**src/rtl/bp_me_pkg.sv**
```systemverilog
// Shared types and constants for the host I/O slice: BedRock mem header
// layout, MMIO offsets and the slice FSM state encoding.
package bp_me_pkg;

  localparam int paddr_width_gp  = 40;
  localparam int lce_id_width_gp = 4;
  localparam int did_width_gp    = 3;
  localparam int way_id_width_gp = 3;

  localparam logic [19:0] bp_host_putchar_offset_gp = 20'h0_1000;
  localparam logic [19:0] bp_host_finish_offset_gp  = 20'h0_2000;
  localparam logic [19:0] bp_host_scratch_offset_gp = 20'h0_3000;

  typedef enum logic [3:0] {
    e_bedrock_mem_rd    = 4'b0000,
    e_bedrock_mem_wr    = 4'b0001,
    e_bedrock_mem_uc_rd = 4'b0010,
    e_bedrock_mem_uc_wr = 4'b0011,
    e_bedrock_mem_pre   = 4'b0100,
    e_bedrock_mem_amo   = 4'b0101
  } bp_bedrock_mem_type_e;

  typedef enum logic [2:0] {
    e_bedrock_msg_size_1   = 3'b000,
    e_bedrock_msg_size_2   = 3'b001,
    e_bedrock_msg_size_4   = 3'b010,
    e_bedrock_msg_size_8   = 3'b011,
    e_bedrock_msg_size_16  = 3'b100,
    e_bedrock_msg_size_32  = 3'b101,
    e_bedrock_msg_size_64  = 3'b110,
    e_bedrock_msg_size_128 = 3'b111
  } bp_bedrock_msg_size_e;

  typedef struct packed {
    logic [did_width_gp-1:0]    did;
    logic [way_id_width_gp-1:0] way_id;
    logic [lce_id_width_gp-1:0] lce_id;
  } bp_bedrock_mem_payload_s;

  typedef struct packed {
    bp_bedrock_mem_payload_s    payload;
    bp_bedrock_msg_size_e       size;
    logic [paddr_width_gp-1:0]  addr;
    logic [3:0]                 subop;
    bp_bedrock_mem_type_e       msg_type;
  } bp_bedrock_mem_fwd_header_s;

  // Responses carry the request header back unchanged
  typedef bp_bedrock_mem_fwd_header_s bp_bedrock_mem_rev_header_s;

  typedef enum logic [2:0] {
    e_ready, e_drain, e_exec, e_char, e_rev
  } bp_me_host_io_state_e;

  // Register effect of a write: keep the low 1/2/4 bytes, anything wider is 8
  function automatic logic [63:0] bp_size_mask(bp_bedrock_msg_size_e size, logic [63:0] d);
    case (size)
      e_bedrock_msg_size_1: return {56'b0, d[7:0]};
      e_bedrock_msg_size_2: return {48'b0, d[15:0]};
      e_bedrock_msg_size_4: return {32'b0, d[31:0]};
      default:              return d;
    endcase
  endfunction

endpackage

```
**src/rtl/bp_me_stream_beat_counter.sv**
```systemverilog
// Set/down beat counter for one BedRock stream. last_o marks the beat
// currently being handshaked as the final beat of the message.
module bp_me_stream_beat_counter
  import bp_me_pkg::*;
#(
  parameter int bedrock_fill_width_p = 64
)(
  input  logic                 clk_i,
  input  logic                 reset_i,
  input  bp_bedrock_msg_size_e size_i,
  input  logic                 set_i,
  input  logic                 down_i,
  output logic                 multi_o,
  output logic                 last_o
);

  localparam int lg_fill_bytes_lp = $clog2(bedrock_fill_width_p / 8);
  localparam int max_beats_lp     = (1024 / bedrock_fill_width_p) > 1 ? (1024 / bedrock_fill_width_p) : 1;
  localparam int cnt_width_lp     = $clog2(max_beats_lp) + 1;

  logic [cnt_width_lp-1:0] cnt_r, beats_m1;

  // beats-1 for the incoming size; single beat whenever the message fits one fill
  always_comb begin
    beats_m1 = '0;
    if (int'(size_i) > lg_fill_bytes_lp)
      beats_m1 = cnt_width_lp'((1 << (int'(size_i) - lg_fill_bytes_lp)) - 1);
  end

  assign multi_o = (beats_m1 != '0);
  assign last_o  = (cnt_r == '0);

  // A set that coincides with a beat transfer (fwd beat 0) already consumes one beat
  always_ff @(posedge clk_i or posedge reset_i) begin
    if (reset_i)
      cnt_r <= '0;
    else if (set_i)
      cnt_r <= (down_i && multi_o) ? beats_m1 - 1'b1 : beats_m1;
    else if (down_i && cnt_r != '0)
      cnt_r <= cnt_r - 1'b1;
  end

endmodule

```
**src/rtl/bp_me_host_io_slice.sv**
```systemverilog
// Host-side I/O terminator: decodes putchar / finish / scratch MMIO from the
// mem_fwd stream and returns a well-formed mem_rev stream.
module bp_me_host_io_slice
  import bp_me_pkg::*;
#(
  parameter int          bedrock_fill_width_p = 64,
  parameter logic [19:0] putchar_offset_p     = bp_host_putchar_offset_gp,
  parameter logic [19:0] finish_offset_p      = bp_host_finish_offset_gp,
  parameter logic [19:0] scratch_offset_p     = bp_host_scratch_offset_gp
)(
  input  logic                            clk_i,
  input  logic                            reset_i,
  input  bp_bedrock_mem_fwd_header_s      mem_fwd_header_i,
  input  logic [bedrock_fill_width_p-1:0] mem_fwd_data_i,
  input  logic                            mem_fwd_v_i,
  output logic                            mem_fwd_ready_and_o,
  output bp_bedrock_mem_rev_header_s      mem_rev_header_o,
  output logic [bedrock_fill_width_p-1:0] mem_rev_data_o,
  output logic                            mem_rev_v_o,
  input  logic                            mem_rev_ready_and_i,
  output logic [7:0]                      char_o,
  output logic                            char_v_o,
  input  logic                            char_ready_and_i,
  output logic                            finish_o,
  output logic [7:0]                      finish_code_o
);

  bp_me_host_io_state_e state_r, state_n;
  bp_bedrock_mem_fwd_header_s hdr_r;
  logic [63:0] data_r, scratch_r;
  logic [bedrock_fill_width_p-1:0] rev_data_r;
  logic fwd_ready, fwd_accept, rev_accept;
  logic fwd_multi, fwd_last, rev_last, rev_unused_multi;
  logic is_wr, hit_putchar, hit_finish, hit_scratch;
  bp_bedrock_msg_size_e rev_size;

  // Anything not a write is answered like a read
  assign is_wr       = (hdr_r.msg_type == e_bedrock_mem_wr) || (hdr_r.msg_type == e_bedrock_mem_uc_wr);
  assign hit_putchar = (hdr_r.addr[19:0] == putchar_offset_p);
  assign hit_finish  = (hdr_r.addr[19:0] == finish_offset_p);
  assign hit_scratch = (hdr_r.addr[19:0] == scratch_offset_p);
  assign rev_size    = is_wr ? e_bedrock_msg_size_1 : hdr_r.size;

  assign mem_fwd_ready_and_o = fwd_ready & ~reset_i;
  assign fwd_accept          = mem_fwd_v_i & mem_fwd_ready_and_o;
  assign rev_accept          = mem_rev_v_o & mem_rev_ready_and_i;

  bp_me_stream_beat_counter #(.bedrock_fill_width_p(bedrock_fill_width_p)) fwd_cnt (
    .clk_i(clk_i), .reset_i(reset_i), .size_i(mem_fwd_header_i.size),
    .set_i(state_r == e_ready && fwd_accept), .down_i(fwd_accept),
    .multi_o(fwd_multi), .last_o(fwd_last)
  );

  bp_me_stream_beat_counter #(.bedrock_fill_width_p(bedrock_fill_width_p)) rev_cnt (
    .clk_i(clk_i), .reset_i(reset_i), .size_i(rev_size),
    .set_i(state_r == e_exec), .down_i(rev_accept),
    .multi_o(rev_unused_multi), .last_o(rev_last)
  );

  // State register
  always_ff @(posedge clk_i or posedge reset_i) begin
    if (reset_i) state_r <= e_ready;
    else         state_r <= state_n;
  end

  // Next state and handshake outputs
  always_comb begin
    state_n     = state_r;
    fwd_ready   = 1'b0;
    mem_rev_v_o = 1'b0;
    char_v_o    = 1'b0;
    case (state_r)
      e_ready: begin
        fwd_ready = 1'b1;
        if (mem_fwd_v_i) state_n = fwd_multi ? e_drain : e_exec;
      end
      e_drain: begin
        fwd_ready = 1'b1;
        if (mem_fwd_v_i && fwd_last) state_n = e_exec;
      end
      e_exec:  state_n = (is_wr && hit_putchar) ? e_char : e_rev;
      e_char: begin
        char_v_o = 1'b1;
        if (char_ready_and_i) state_n = e_rev;
      end
      e_rev: begin
        mem_rev_v_o = 1'b1;
        if (mem_rev_ready_and_i && rev_last) state_n = e_ready;
      end
      default: state_n = e_ready;
    endcase
  end

  // Request capture, register effects and response data
  always_ff @(posedge clk_i or posedge reset_i) begin
    if (reset_i) begin
      hdr_r         <= '0;
      data_r        <= '0;
      scratch_r     <= '0;
      rev_data_r    <= '0;
      finish_o      <= 1'b0;
      finish_code_o <= '0;
    end else begin
      if (state_r == e_ready && fwd_accept) begin
        hdr_r  <= mem_fwd_header_i;
        data_r <= mem_fwd_data_i[63:0];
      end
      if (state_r == e_exec) begin
        rev_data_r <= '0;
        if (is_wr) begin
          if (hit_finish) begin
            finish_o      <= 1'b1;
            finish_code_o <= data_r[7:0];
          end
          if (hit_scratch) scratch_r <= bp_size_mask(hdr_r.size, data_r);
        end else if (hit_scratch) begin
          rev_data_r <= bedrock_fill_width_p'(scratch_r);
        end
      end
      // Only beat 0 of a read carries the value
      if (rev_accept) rev_data_r <= '0;
    end
  end

  assign mem_rev_header_o = hdr_r;
  assign mem_rev_data_o   = rev_data_r;
  assign char_o           = data_r[7:0];

endmodule

```
**config.mk**
```make
export PLATFORM = sky130hd
export DESIGN_NAME = bp_me_host_io_slice
export DESIGN_NICKNAME = d
export VERILOG_FILES = /design/src/rtl/bp_me_pkg.sv /design/src/rtl/bp_me_stream_beat_counter.sv /design/src/rtl/bp_me_host_io_slice.sv
export SDC_FILE = /design/constraint.sdc
export NUM_CORES = 1
export LEC_CHECK = 0
export CAP_MARGIN = 30
export CORE_MARGIN = 4
export CORE_UTILIZATION = 45
export DETAILED_ROUTE_END_ITERATION = 12
export GPL_ROUTABILITY_DRIVEN = 1
export HOLD_SLACK_MARGIN = 0.15
export PLACE_DENSITY = 0.77
export REMOVE_ABC_BUFFERS = 1
export SLEW_MARGIN = 30
export SYNTH_ARGS = -nofsm -noshare
export SYNTH_HDL_FRONTEND = slang
export SYNTH_SLANG_ARGS = --single-unit
```
**constraint.sdc**
```tcl
create_clock -name clk_i -period 21.6 [get_ports clk_i]
set_clock_uncertainty 0.05 [all_clocks]
set_input_delay 6.48 -clock clk_i [delete_from_list [all_inputs] [get_ports clk_i]]
set_output_delay 6.48 -clock clk_i [all_outputs]
set_load 0.05 [all_outputs]
```
==> impl_metrics.ini <==
[critical_path]
worst_r2r_endpoint = rev_cnt.cnt_r[4]$_DFFE_PP0P_
setup_cp_type = in -> out
start_kind = input pin
worst-r2r-setup-slack_ps = 18380
path_buf_inv = 2
critPathTopFamily = buffers and inverters
cp-startpoint = reset_i
critical-path-max-stage-delay_ps = 850
regToRegStartpoint = mem_rev_header_o[3]$_DFFE_PP0P_
critPathMostFrequentCell = sky130_fd_sc_hd__clkdlybuf4s50_1
critical_path.cell_chain = clkdlybuf4s50_1, nor3_1, clkdlybuf4s50_1
maximum_fanout_along_the_worst_path = 6
arrival_ps = 8200
crit_path_end_kind = output port
worst_r2r_path_depth = 9
critPathRequiredTime_ps = 15070
timing.critical_path.slowest_stage_cell = sky130_fd_sc_hd__clkdlybuf4s50_1
worst-path-stages = 3

[pwr]
clock_share_of_power_pct = 25.9
power-per-cell-area_nw_per_um2 = 130
comb_power_share_pct = 36.8
switching_share_pct = 36.9
power.net_switching_mw = 0.729
power.ir.vdd_worst_mv = 0.111
total_internal_power_mw = 1.25
sequential_share_of_power_pct = 37.3
leak_nw = 6.86

[synth]
ys_top_cells_by_area = sky130_fd_sc_hd__dfrtp_1, sky130_fd_sc_hd__mux2_2, sky130_fd_sc_hd__a22o_1
netlist_area_sq_um = 11300
avgSynthCellArea_sq_um = 12.6
synth_top_family_by_area = multiplexers
synth_flop_cell = sky130_fd_sc_hd__dfrtp_1
ys_types = 65
synth_enable_flop_cells = 0
yosys.area_share.xor_xnor_pct = 0.309
yosysTopAreaCell = sky130_fd_sc_hd__dfrtp_1
synthArstFlopShare_pct = 100
yosys_register_bits = 275
netlist_instances = 898
synth_warnings = 0
ys_seq_area_share_pct = 60.8
synth_compound_area_share_pct = 8.46
muxShareOfSynthArea_pct = 13.2
synth_fa_ha_area_share_pct = 1.33
synth_simple_gate_area_share_pct = 11.9
area_share_of_the_largest_cell_type_after_synthesis_pct = 60.8

[finish]
nets = 1296
post_layout_nonfiller_instances = 1502
post_route_cells_drive_above_1_share_pct = 15.1
finish.utilization_pct = 61.9
area_growth_pct = 34.1

[global_routing]
grt_util_all_layers_pct = 19.6
global_route_congestion_overflow_total = 0
grt_max_degree = 137
antenna_found_initial = 2
number_of_global_route_vias_before_repair = 8471
grt_pass1_wl_mm = 45.3

[clocking]
cts_repair_resize_count = 0
cts-root-to-sink-buffers = 3
clock_latency_ps = 530
postCtsHoldBufs = 0
cts_inserted_buffers = 29
cts.sink_count = 275
path_clk_slew_ps = 60
cts_setup_buffers = 0
cts_root_buffer = sky130_fd_sc_hd__clkbuf_16
cts-htree-levels = 1
tritoncts = yes

[worst_hold_path]
worstHoldEndpoint = scratch_r[17]$_DFFE_PP0P_
worst_hold_path.num_cells = 2
holdCritStartpoint = scratch_r[17]$_DFFE_PP0P_
worst_hold_path_type = reg -> reg

[place]
detailed_place_hpwl_mm = 17.7
routability_congestion = 0.798
dpl.cell_count = 1446
port_buffers = 274

[die]
dieArea_sq_um = 27800
initial_core_util_pct = 46.2
die_width_um = 167
core_area_sq_um = 24500
top_level_ports = 275
core.rowCount = 57
fp.dieH_um = 167

[timing]
timing_worst_slew_pin_value_ps = 928
timing.slew.headroom_pct = 38.1
final_min_period_over_clock_period_pct = 68.2
period_minus_slack_ps = 14730
rsz0062_at_grt = false
report.final.setup_viol = 0
achievable-frequency_mhz = 67.9
setup-tns-final_ps = 0
final-hold-violation-count = 0
drv_slew = 0

[routing]
postRouteWirelength_mm = 27.7
detail_route.wl_per_cell_um = 18.5
detailroute.via_count = 8067
detailedRoute.firstIterationViolations = 566
final_antenna_net_count = 0
dr.pass1.iters = 5
number_of_vias_per_cell = 5.37
drc = 0

[run_status]
run_status = completed

[job]
max-cap-violations = 0
## power by group through the flow
stage | registers (mW) | clock network, mW | logic, mW
2_1_floorplan | 0.957 | 0 | 0.263
3_3_place_gp | 0.736 | 0 | 0.719
3_5_place_dp | 0.744 | 0 | 0.731
4_1_cts | 0.737 | 0.527 | 0.734
5_1_grt | 0.756 | 0.552 | 0.771
6_report | 0.737 | 0.512 | 0.726
## cells in the final DEF (no fill, tap or decap), types with 4 or more instances in the layout
cell,count
sky130_fd_sc_hd__dfrtp_1,275
sky130_fd_sc_hd__clkdlybuf4s50_1,274
sky130_fd_sc_hd__nand2_1,153
sky130_fd_sc_hd__mux2_2,105
sky130_fd_sc_hd__a22o_1,66
sky130_fd_sc_hd__nand3_1,59
sky130_fd_sc_hd__clkbuf_16,29
sky130_fd_sc_hd__mux2_1,27
sky130_fd_sc_hd__o21ai_0,12
sky130_fd_sc_hd__ha_1,12
sky130_fd_sc_hd__nor2_1,11
sky130_fd_sc_hd__inv_1,11
sky130_fd_sc_hd__a21oi_1,9
sky130_fd_sc_hd__clkbuf_1,8
sky130_fd_sc_hd__buf_4,8
sky130_fd_sc_hd__nor2b_1,7
sky130_fd_sc_hd__nor3_1,6
sky130_fd_sc_hd__clkbuf_8,6
sky130_fd_sc_hd__clkinv_2,5
sky130_fd_sc_hd__or3_1,4
sky130_fd_sc_hd__a31oi_1,4
sky130_fd_sc_hd__nor4_1,4
sky130_fd_sc_hd__and2_1,4
sky130_fd_sc_hd__o221ai_1,4
sky130_fd_sc_hd__nand2b_1,4
sky130_fd_sc_hd__bufinv_16,4
## worst reg2reg max path, delay by kind of cell (launching register included)
family	cells	cell delay, ps
flip-flops	1	400
AO/OA/AOI/OAI	3	500
adder cells (fa/ha/maj)	2	620
AND/OR/NAND/NOR	4	1490
## final cells by class
cell class / instances / area [sq um]
flip-flops and latches: 275 / 6880
fillers: 1930 / 9350
clock buffers: 43 / 838
repair buffers: 284 / 2830
diodes: 2 / 5.00
multi-input cells: 552 / 4010
clock inverters: 10 / 154
well taps: 324 / 405
inverters: 12 / 57.6
## per-stage QoR
stage / cell area [sq um] / worst slack, ps / hold WS, ps / total power [mW]
after detailed placement: 14200 / 6890 / 407 / 1.47
after floorplan: 10900 / 7490 / 390 / 1.22
after global placement: 14200 / 6910 / 400 / 1.45
after global routing: 15200 / 6800 / 444 / 2.08
final: 15200 / 6870 / 414 / 1.98
after CTS: 15200 / 6880 / 420 / 2.00
## how the worst max path moves through the flow
stage                                       end  slack [ps]
after floorplan           data_r[0]$_DFFE_PP0P_        7490
after global placement      mem_fwd_ready_and_o        6910
after detailed placement    mem_fwd_ready_and_o        6890
after CTS                   mem_fwd_ready_and_o        6880
after global routing        mem_fwd_ready_and_o        6800
final                       mem_fwd_ready_and_o        6870
## per-layer routing
layer | share of wire (%) | track usage [%] | vias to the layer above
met4 | 1.9 | 4.45 | 0
met2 | 49 | 33.2 | 272
met5 | 0 | 0 | -
met3 | 8.1 | 5.66 | 39
met1 | 41 | 25.3 | 4067
li1 | - | - | 3689
## Yosys cell counts, types with 4 or more instances
cell type / number
sky130_fd_sc_hd__nor2b_1: 7
sky130_fd_sc_hd__inv_1: 12
sky130_fd_sc_hd__nor2_1: 11
sky130_fd_sc_hd__clkbuf_1: 8
sky130_fd_sc_hd__nand3_1: 59
sky130_fd_sc_hd__or3_1: 4
sky130_fd_sc_hd__buf_6: 13
sky130_fd_sc_hd__ha_1: 12
sky130_fd_sc_hd__buf_4: 17
sky130_fd_sc_hd__a21oi_1: 9
sky130_fd_sc_hd__and2_1: 4
sky130_fd_sc_hd__nand2_1: 153
sky130_fd_sc_hd__a31oi_1: 4
sky130_fd_sc_hd__nor4_1: 4
sky130_fd_sc_hd__o221ai_1: 4
sky130_fd_sc_hd__mux2_2: 105
sky130_fd_sc_hd__a22o_1: 66
sky130_fd_sc_hd__dfrtp_1: 275
sky130_fd_sc_hd__mux2_1: 27
sky130_fd_sc_hd__nor3_1: 6
sky130_fd_sc_hd__nand2b_1: 4
sky130_fd_sc_hd__o21ai_0: 13
sky130_fd_sc_hd__buf_2: 21
## cells by family after synthesis
logic type | Yosys count
compound gates | 122
fa+ha+maj | 12
buf+inv | 71
simple gates | 281
mux | 133
xor+xnor | 4
flops | 275
## flip-flops by register name, summed over array words and instances (netlist names)
| register | count |
|---|---|
| data_r | 64 |
| finish_code_o | 8 |
| finish_o | 1 |
| fwd_cnt.cnt_r | 5 |
| mem_rev_data_o | 64 |
| mem_rev_header_o | 61 |
| rev_cnt.cnt_r | 5 |
| scratch_r | 64 |
| state_r | 3 |
Note: power is estimated with default switching activity, not from simulation.
